<file path="src/rtl/bram_word_compare.sv">
// bram_word_compare: flags a read word that differs from its expected value; ports q/exp data, valid strobe, mismatch flag
module bram_word_compare #(
   parameter int DATA_WIDTH = 16
) (
   input  logic [DATA_WIDTH-1:0] q,
   input  logic [DATA_WIDTH-1:0] exp,
   input  logic                  valid,
   output logic                  mismatch
);
   assign mismatch = valid && (q != exp);
endmodule

</file>
<file path="config.mk">
export PLATFORM = sky130hd
export DESIGN_NAME = bram_word_compare
export DESIGN_NICKNAME = d
export VERILOG_FILES = /design/src/rtl/bram_word_compare.sv
export SDC_FILE = /design/constraint.sdc
export NUM_CORES = 1
export LEC_CHECK = 0
export ABC_CLOCK_PERIOD_IN_PS = 1070
export BUFFER_PORTS_ARGS = -buffer_cell sky130_fd_sc_hd__buf_2
export CAP_MARGIN = 10
export CORE_AREA = 2 2 39 41
export DETAILED_ROUTE_END_ITERATION = 6
export DIE_AREA = 0 0 41 43
export GPL_TIMING_DRIVEN = 0
export SYNTH_ARGS = -nofsm -noshare
export SYNTH_HDL_FRONTEND = slang
export SYNTH_SLANG_ARGS = --single-unit
</file>
<file path="constraint.sdc">
create_clock -name vclk -period 1.07
set_input_delay 0.1605 -clock vclk [all_inputs]
set_output_delay 0.1605 -clock vclk [all_outputs]
set_load 0.01 [all_outputs]
</file>
==> results of run 1 <==
[power breakdown]
part           internal, mW  leakage (nW)  switching, mW  total (mW)
clock network             0             0              0           0
registers                 0             0              0           0
logic                 0.153         0.274         0.0642       0.218
[final cells by class]
cell class	count	area (um^2)	share of cell area (%)
Tap cell	16	20.0	3.56
Timing Repair Buffer	34	277	49.1
Multi-Input combinational cell	21	267	47.3
[worst min-delay path, cell delays in order]
cell and delay, ps:
buf_2 100, o41a_1 100, buf_2 130
[cell usage after synthesis (all sizes together)]
| cell | n |
|---|---|
| o41a | 1 |
| nand4 | 4 |
| xnor2 | 16 |
[kinds of logic after synthesis]
logic type	after synthesis	share of synthesized area [%]
xor gates and xnor gates	16	79.4
and+or+nand+nor	4	14.2
AOI/OAI and AO/OA	1	6.38
[per-stage QoR]
step	instances	power, mW	utilization, %	hold slack, ps	area, um^2
after global placement	71	0.132	26.5	639	367
after CTS	71	0.170	32.7	645	453
after global routing	71	0.234	40.7	659	563
after floorplan	21	0.0602	-	439	176
final	71	0.218	40.7	648	563
after detailed placement	71	0.135	26.5	643	367
[routing by layer]
layer | part of all wire [%] | global-route usage [%] | vias to the layer above
met5 | 0 | 0 | -
met4 | 0 | 0 | 0
met3 | 9.7 | 0 | 0
met2 | 62 | 15.0 | 18
met1 | 29 | 6.39 | 128
li1 | - | - | 142
[final timing paths]
kind / depth (start not counted) / end / slack, ps / start
setup / recovery: 5 / mismatch / -170 / q[9]
hold / removal: 3 / mismatch / 650 / valid
[layout by cell type (no fill, tap or decap)]
cell	Yosys	routed
o41a_1	1	1
nand4_1	4	4
xnor2_2	0	12
xnor2_1	16	4
buf_6	0	17
buf_2	0	17
[timing repair]
item,in CTS,in global routing
endpoints found under the hold margin,0,0
hold buffers,0,0
pin swaps,12,7
cloned,0,0
endpoints found under the setup margin,1,1
gates resized for setup,13,17
==> results.toml, run 1 <==
[placed_design]
dp_slack_ps = -201
port_buffers = 34
dpl.hpwl_um = 538
place_congestion = 0.579

[status]
failed_checks = "negative setup slack"
status = "finished, violations left"

[worst_setup_path]
cp-end-kind = "output pin"
cp_cell_sequence = "buf_6 -> xnor2_2 -> nand4_1 -> o41a_1 -> buf_2"
crit_fanout = 1
crit_family = "compound AO/OA/AOI/OAI gates"
critPathLaunchType = "input pin"
crit_slowest_cell = "o41a_1"
cp.arrival_ps = 1080
critical_path_class = "input pin to output pin"
critical_path.max_stage_delay_ps = 430
required_ps = 910
path_buf_inv = 2

[global_route]
grt_max_degree = 2
grt_remaining_overflow = 0
grt_util_all_layers_pct = 6.81
antenna_found_initial = 0
grt_pass1_wl_um = 903
grt_pass1_vias = 289

[drt]
avgRoutedWirePerCell_um = 9.56
first_pass_iters = 2
num_vias = 288
drtAntennaViolNets = 0
post-route-drc-count = 0
viasPerCell = 4.06
drtIter0Drc = 2
drt-total-wl_um = 679

[synth]
yosys_warnings = 0
ys_seq_area_share_pct = 0
synth_area_per_cell_um2 = 8.40
synth_top_area_share_pct = 79.4
synth.largest_area_cell = "xnor2_1"
synthCells = 21
synth_cell_types = 3
syn_nets = 54
synthesis.area_um2 = 176
synth_area_leaders = "xnor2_1 (79%), nand4_1 (14%), o41a_1 (6.4%)"

[timing]
slew_violations = 0
max_slew.worst_pin.slew_ps = 130
slew_headroom_pct = 91.3
fmax_ghz = 0.808
hold_viol_final = 0
setup_viol = 1
worst_slack_ps = -168
tns_ps = -168
rsz0062_at_grt = "yes"
finalCritPeriodShare_pct = 116
finalCriticalPeriod_ps = 1240

[layout]
n_clock_buffer = 0
drive_above_1_share_pct = 83.6
seq_area_um2 = 0
seq_cells = 0
antennaDiodeCount = 0
fillCellCount = 148
final_nets = 90
syn_to_final_growth_pct = 219

[floorplanning]
core_um2 = 1380
rows = 14
io_pins = 34
dieWidth_um = 41
initial_core_util_pct = 12.7
die_area_um2 = 1760
dieHeight_um = 43

[pwr]
pwr_density_cell_nw_per_um2 = 386
vdd_ir_drop_max_mv = 0.139
p_leak_nw = 0.274

[job]
max_cap_viol_count = 0

[clock_network]
post_cts_buffers = 0

[min_path]
hold_class = "input pin to output pin"
(Power assumes the default switching activity.)
==> run 2: changes to the inputs <==
==> constraint.sdc (replaced) <==
create_clock -name vclk -period 1.07
set_input_delay 0.1605 -clock vclk [all_inputs]
set_output_delay 0.1605 -clock vclk [all_outputs]
set_load 0.02 [all_outputs]
==> run 2 against run 1 <==
  * Count of clock-buffer cells in the layout stayed put
  * Sequential share of layout area stayed put
  * Critical endpoint unchanged
  * Wire length is 0.44% higher
  * Maximum frequency is 0.49% lower
  * Core utilization is 0.45 points higher
  * Critical path depth stayed put
  * Cell count stayed put
  * Non-clock buffer count stayed put
  * Sequential cell count stayed put
  * Highest routed layer unchanged
  * Total power is 1.9% higher
  * The flow still finishes with violations (negative setup slack)
  * Via count is 0.69% higher
==> results.toml, run 2 (synthesis results as in run 1) <==
[timing]
rsz0062_at_grt = "yes"
slew_violations = 0
slew_headroom_pct = 91.3
hold_viol_final = 0
fmax_ghz = 0.804
max_slew.worst_pin.slew_ps = 130
fin_hold_ws_ps = 653
finalCriticalPeriod_ps = 1240
worst_slack_ps = -174
finalCritPeriodShare_pct = 116
setup_viol = 1

[layout]
seq_area_um2 = 0
antennaDiodeCount = 0
finalCoreUtilization_pct = 41.1
layout_commonest_cell = "buf_6"
n_clock_buffer = 0
drive_above_1_share_pct = 83.6
finalNonFillerCells = 71
final_cell_mix = "buf_6 (18), buf_2 (16), xnor2_2 (12)"
syn_to_final_growth_pct = 223
final_nets = 90
fillCellCount = 148
seq_cells = 0

[drt]
wl_met1_um = 187
drt-total-wl_um = 682
post-route-drc-count = 0
avgRoutedWirePerCell_um = 9.61
drtIter0Drc = 0
num_vias = 290
met3_wirelength_um = 71
first_pass_iters = 1
dr.max_layer_used = "met3"
drtAntennaViolNets = 0
viasPerCell = 4.08
wl_met2_um = 423

[global_route]
grt_util_all_layers_pct = 7.01
grt_pass1_wl_um = 931
grt_max_degree = 2
grt_remaining_overflow = 0
antenna_found_initial = 0
grt_pass1_vias = 291

[placed_design]
dp.cells = 71
port_buffers = 34
dpl.hpwl_um = 538
dp_slack_ps = -221
place_congestion = 0.579

[floorplanning]
die_area_um2 = 1760
initial_core_util_pct = 12.7
dieHeight_um = 43
io_pins = 34
rows = 14
core_um2 = 1380
dieWidth_um = 41

[status]
status = "finished, violations left"
failed_checks = "negative setup slack"

[job]
max_cap_viol_count = 0

[worst_setup_path]
required_ps = 910
path_buf_inv = 2
crit_slowest_cell = "o41a_1"
cp.arrival_ps = 1080
cp_cell_sequence = "buf_6 -> xnor2_2 -> nand4_1 -> o41a_1 -> buf_6"
cp-end-kind = "output pin"
crit_fanout = 1
critPathLaunchType = "input pin"
critical_path_class = "input pin to output pin"
critical_path.max_stage_delay_ps = 440
cp_common_cell = "buf_6"
crit_family = "compound AO/OA/AOI/OAI gates"

[clock_network]
hold_buffers = 0
post_cts_buffers = 0

[min_path]
hold_path_depth = 3
hold_class = "input pin to output pin"
hold_start = "valid"
hold_end = "mismatch"

[pwr]
p_leak_nw = 0.276
pwr_density_cell_nw_per_um2 = 390
vdd_ir_drop_max_mv = 0.139
-- run 2: cell counts in the layout (fill, tap and decap cells not counted) --
No cell type changed its count.
-- run 2: worst max-delay path by stage --
stage / start / endpoint / slack, ps / cells past startpoint
CTS: q[12] / mismatch / -180 / 5
floorplan: exp[10] / mismatch / 20 / 3
finish: q[9] / mismatch / -170 / 5
detailed placement: exp[3] / mismatch / -220 / 5
global placement: exp[11] / mismatch / -210 / 5
global route: q[15] / mismatch / -210 / 5
-- run 2: timing repair --
item | CTS | global route
setup endpoints to repair | 1 | 1
gates resized for setup | 15 | 17
pin swaps | 12 | 7
-- run 2: metrics by stage --
stage	area, um^2	power (mW)	TNS, ps
floorplan	176	0.0618	0
global placement	367	0.133	-206
detailed placement	367	0.137	-221
CTS	459	0.175	-183
global route	569	0.238	-214
finish	569	0.222	-174
-- run 2: per-layer routing --
layer | track usage (%) | vias up
li1 | - | 142
met1 | 6.07 | 130
met2 | 15.6 | 18
met3 | 0.524 | 0
met4 | 0 | 0
met5 | 0 | -
-- run 2: power breakdown --
| group | switching (mW) | internal, mW | leakage (nW) |
|---|---|---|---|
| Sequential | 0 | 0 | 0 |
| Combinational | 0.0661 | 0.156 | 0.276 |
| Clock | 0 | 0 | 0 |
-- run 2: layout make-up --
type | instances | area, um^2 | share of cell area, %
Multi-Input combinational cell | 21 | 267 | 46.8
Timing Repair Buffer | 34 | 283 | 49.7
Tap cell | 16 | 20.0 | 3.52
==> run 3: changes to the inputs <==
--- a/config.mk
+++ b/config.mk
@@ -8,10 +8,13 @@
 export ABC_CLOCK_PERIOD_IN_PS = 1070
 export BUFFER_PORTS_ARGS = -buffer_cell sky130_fd_sc_hd__buf_2
 export CAP_MARGIN = 10
+export CELL_PAD_IN_SITES_DETAIL_PLACEMENT = 1
+export CELL_PAD_IN_SITES_GLOBAL_PLACEMENT = 1
 export CORE_AREA = 2 2 39 41
 export DETAILED_ROUTE_END_ITERATION = 6
 export DIE_AREA = 0 0 41 43
 export GPL_TIMING_DRIVEN = 0
+export PLACE_DENSITY_LB_ADDON = 0.1
 export SYNTH_ARGS = -nofsm -noshare
 export SYNTH_HDL_FRONTEND = slang
 export SYNTH_SLANG_ARGS = --single-unit
==> run 3 against run 2 <==
  * The run still ends with negative setup slack left
  * Wire length grew 5.3%
  * Total power decreased by 11%
  * Setup slack improved by 10 ps
  * Combinational power down 11%
  * Worst hold slack worse by 7.5 ps
  * Die area did not move
  * Critical path depth did not move
  * Cell area decreased by 9.7%
  * First-iteration DRC count unchanged
  * Non-clock buffer count unchanged
  * Sequential share of layout area stayed put
  * Core utilization decreased by 4.0 points
==> results.toml, run 3 (synthesis results as in run 1) <==
[status]
status = "finished, violations left"
failed_checks = "negative setup slack"

[placed_design]
place_congestion = 0.589
placed_cell_area_um2 = 367
port_buffers = 34
dp.cells = 71
dp_slack_ps = -197

[drt]
first_pass_iters = 1
drtIter0Drc = 0
num_vias = 272
post-route-drc-count = 0
viasPerCell = 3.83
avgRoutedWirePerCell_um = 10.1
drt-total-wl_um = 718
drtAntennaViolNets = 0

[layout]
seq_cells = 0
seq_area_um2 = 0
drive_above_1_share_pct = 76.4
final_nets = 90
design_area_um2 = 514
syn_to_final_growth_pct = 191
n_clock_buffer = 0
antennaDiodeCount = 0
final_cell_mix = "buf_2 (20), buf_6 (14), xnor2_2 (8), xnor2_1 (8), nand4_1 (4)"
layout_commonest_cell = "buf_2"
multi_input_area_um2 = 236
fillCellCount = 173
finalNonFillerCells = 71

[floorplanning]
initial_core_util_pct = 12.7
dieHeight_um = 43
core_um2 = 1380
io_pins = 34
dieWidth_um = 41
die_area_um2 = 1760
rows = 14

[global_route]
antenna_found_initial = 0
grt_remaining_overflow = 0
grt_pass1_wl_um = 903
grt_util_all_layers_pct = 6.99
grt_max_degree = 2
grt_pass1_vias = 266

[job]
max_cap_viol_count = 0

[worst_setup_path]
crit_family = "compound AO/OA/AOI/OAI gates"
critical_path_class = "input pin to output pin"
cp-end-kind = "output pin"
required_ps = 910
cp.arrival_ps = 1070
critPathLaunchType = "input pin"
crit_slowest_cell = "o41a_1"
cp_cell_sequence = "buf_6 -> xnor2_2 -> nand4_1 -> o41a_1 -> buf_6"
crit_fanout = 1
cp_common_cell = "buf_6"
critical_path.max_stage_delay_ps = 430
path_buf_inv = 2

[timing]
fin_hold_ws_ps = 645
finalCritPeriodShare_pct = 115
finalCriticalPeriod_ps = 1230
max_slew.worst_pin.slew_ps = 134
worst_slack_ps = -164
rsz0062_at_grt = "yes"
setup_viol = 1
slew_violations = 0
fmax_ghz = 0.810
hold_viol_final = 0
slew_headroom_pct = 91.0

[pwr]
clock_power_share_pct = 0
sw_frac_of_total_pct = 30.6
p_comb_share_pct = 100.0
vdd_ir_drop_max_mv = 0.124
p_sw_mw = 0.0606
seqPwrFrac_pct = 0
pwr_density_cell_nw_per_um2 = 385
total_power_mw = 0.198
p_leak_nw = 0.245
intPower_mw = 0.137

[clock_network]
hold_buffers = 0

[min_path]
hold_end = "mismatch"
hold_start = "valid"
hold_path_depth = 3
hold_class = "input pin to output pin"
run 3: cell types whose count changed in the layout (fill, tap and decap cells not counted):
cell     change
xnor2_2      -4
buf_2        +4
buf_6        -4
xnor2_1      +4
run 3: worst max path at each step:
stage          cells past startpoint    start  slack (ps)        to
2_1_floorplan                      3  exp[10]          20  mismatch
3_3_place_gp                       5  exp[10]        -200  mismatch
3_5_place_dp                       5  exp[10]        -200  mismatch
4_1_cts                            5    q[12]        -170  mismatch
5_1_grt                            5  exp[10]        -220  mismatch
6_report                           5  exp[10]        -160  mismatch
run 3: layout make-up:
cell class / count / share of cell area (%)
timing repair buffer: 34 / 50.1
multi-input combinational: 21 / 46.0
tap: 16 / 3.89
run 3: what timing repair did:
| action | 4_1_cts | 5_1_grt |
|---|---|---|
| pin swaps | 11 | 7 |
| buffers inserted | 0 | 0 |
| hold endpoints to repair | 0 | 0 |
| gates cloned | 0 | 0 |
| setup endpoints to repair | 1 | 1 |
| gates resized for setup | 12 | 11 |
run 3: through the flow:
| stage | setup TNS, ps | utilization [%] |
|---|---|---|
| 6_report | -164 | 37.2 |
| 3_3_place_gp | -205 | 26.5 |
| 4_1_cts | -171 | 31.7 |
| 5_1_grt | -218 | 37.2 |
| 3_5_place_dp | -197 | 26.5 |
| 2_1_floorplan | 0 | - |
run 3: tightest hold or removal path, delay by kind of cell:
kind | cells | cell delay, ps
AOI/OAI and AO/OA | 1 | 100
buffers and inverters | 2 | 220
run 3: per-layer routing:
metal	vias to the layer above	wire [um]	share of wire [%]	GRT usage (%)
met5	-	0	0	0
met4	0	0	0	0
met3	0	72	10	0
met2	16	437	61	14.7
met1	114	208	29	7.28
li1	142	-	-	-
run 3: power by group through the flow:
| stage | Clock [mW] | Combinational, mW | Sequential [mW] |
|---|---|---|---|
| 2_1_floorplan | 0 | 0.0618 | 0 |
| 5_1_grt | 0 | 0.213 | 0 |
| 6_report | 0 | 0.198 | 0 |
| 4_1_cts | 0 | 0.166 | 0 |
| 3_3_place_gp | 0 | 0.136 | 0 |
| 3_5_place_dp | 0 | 0.137 | 0 |
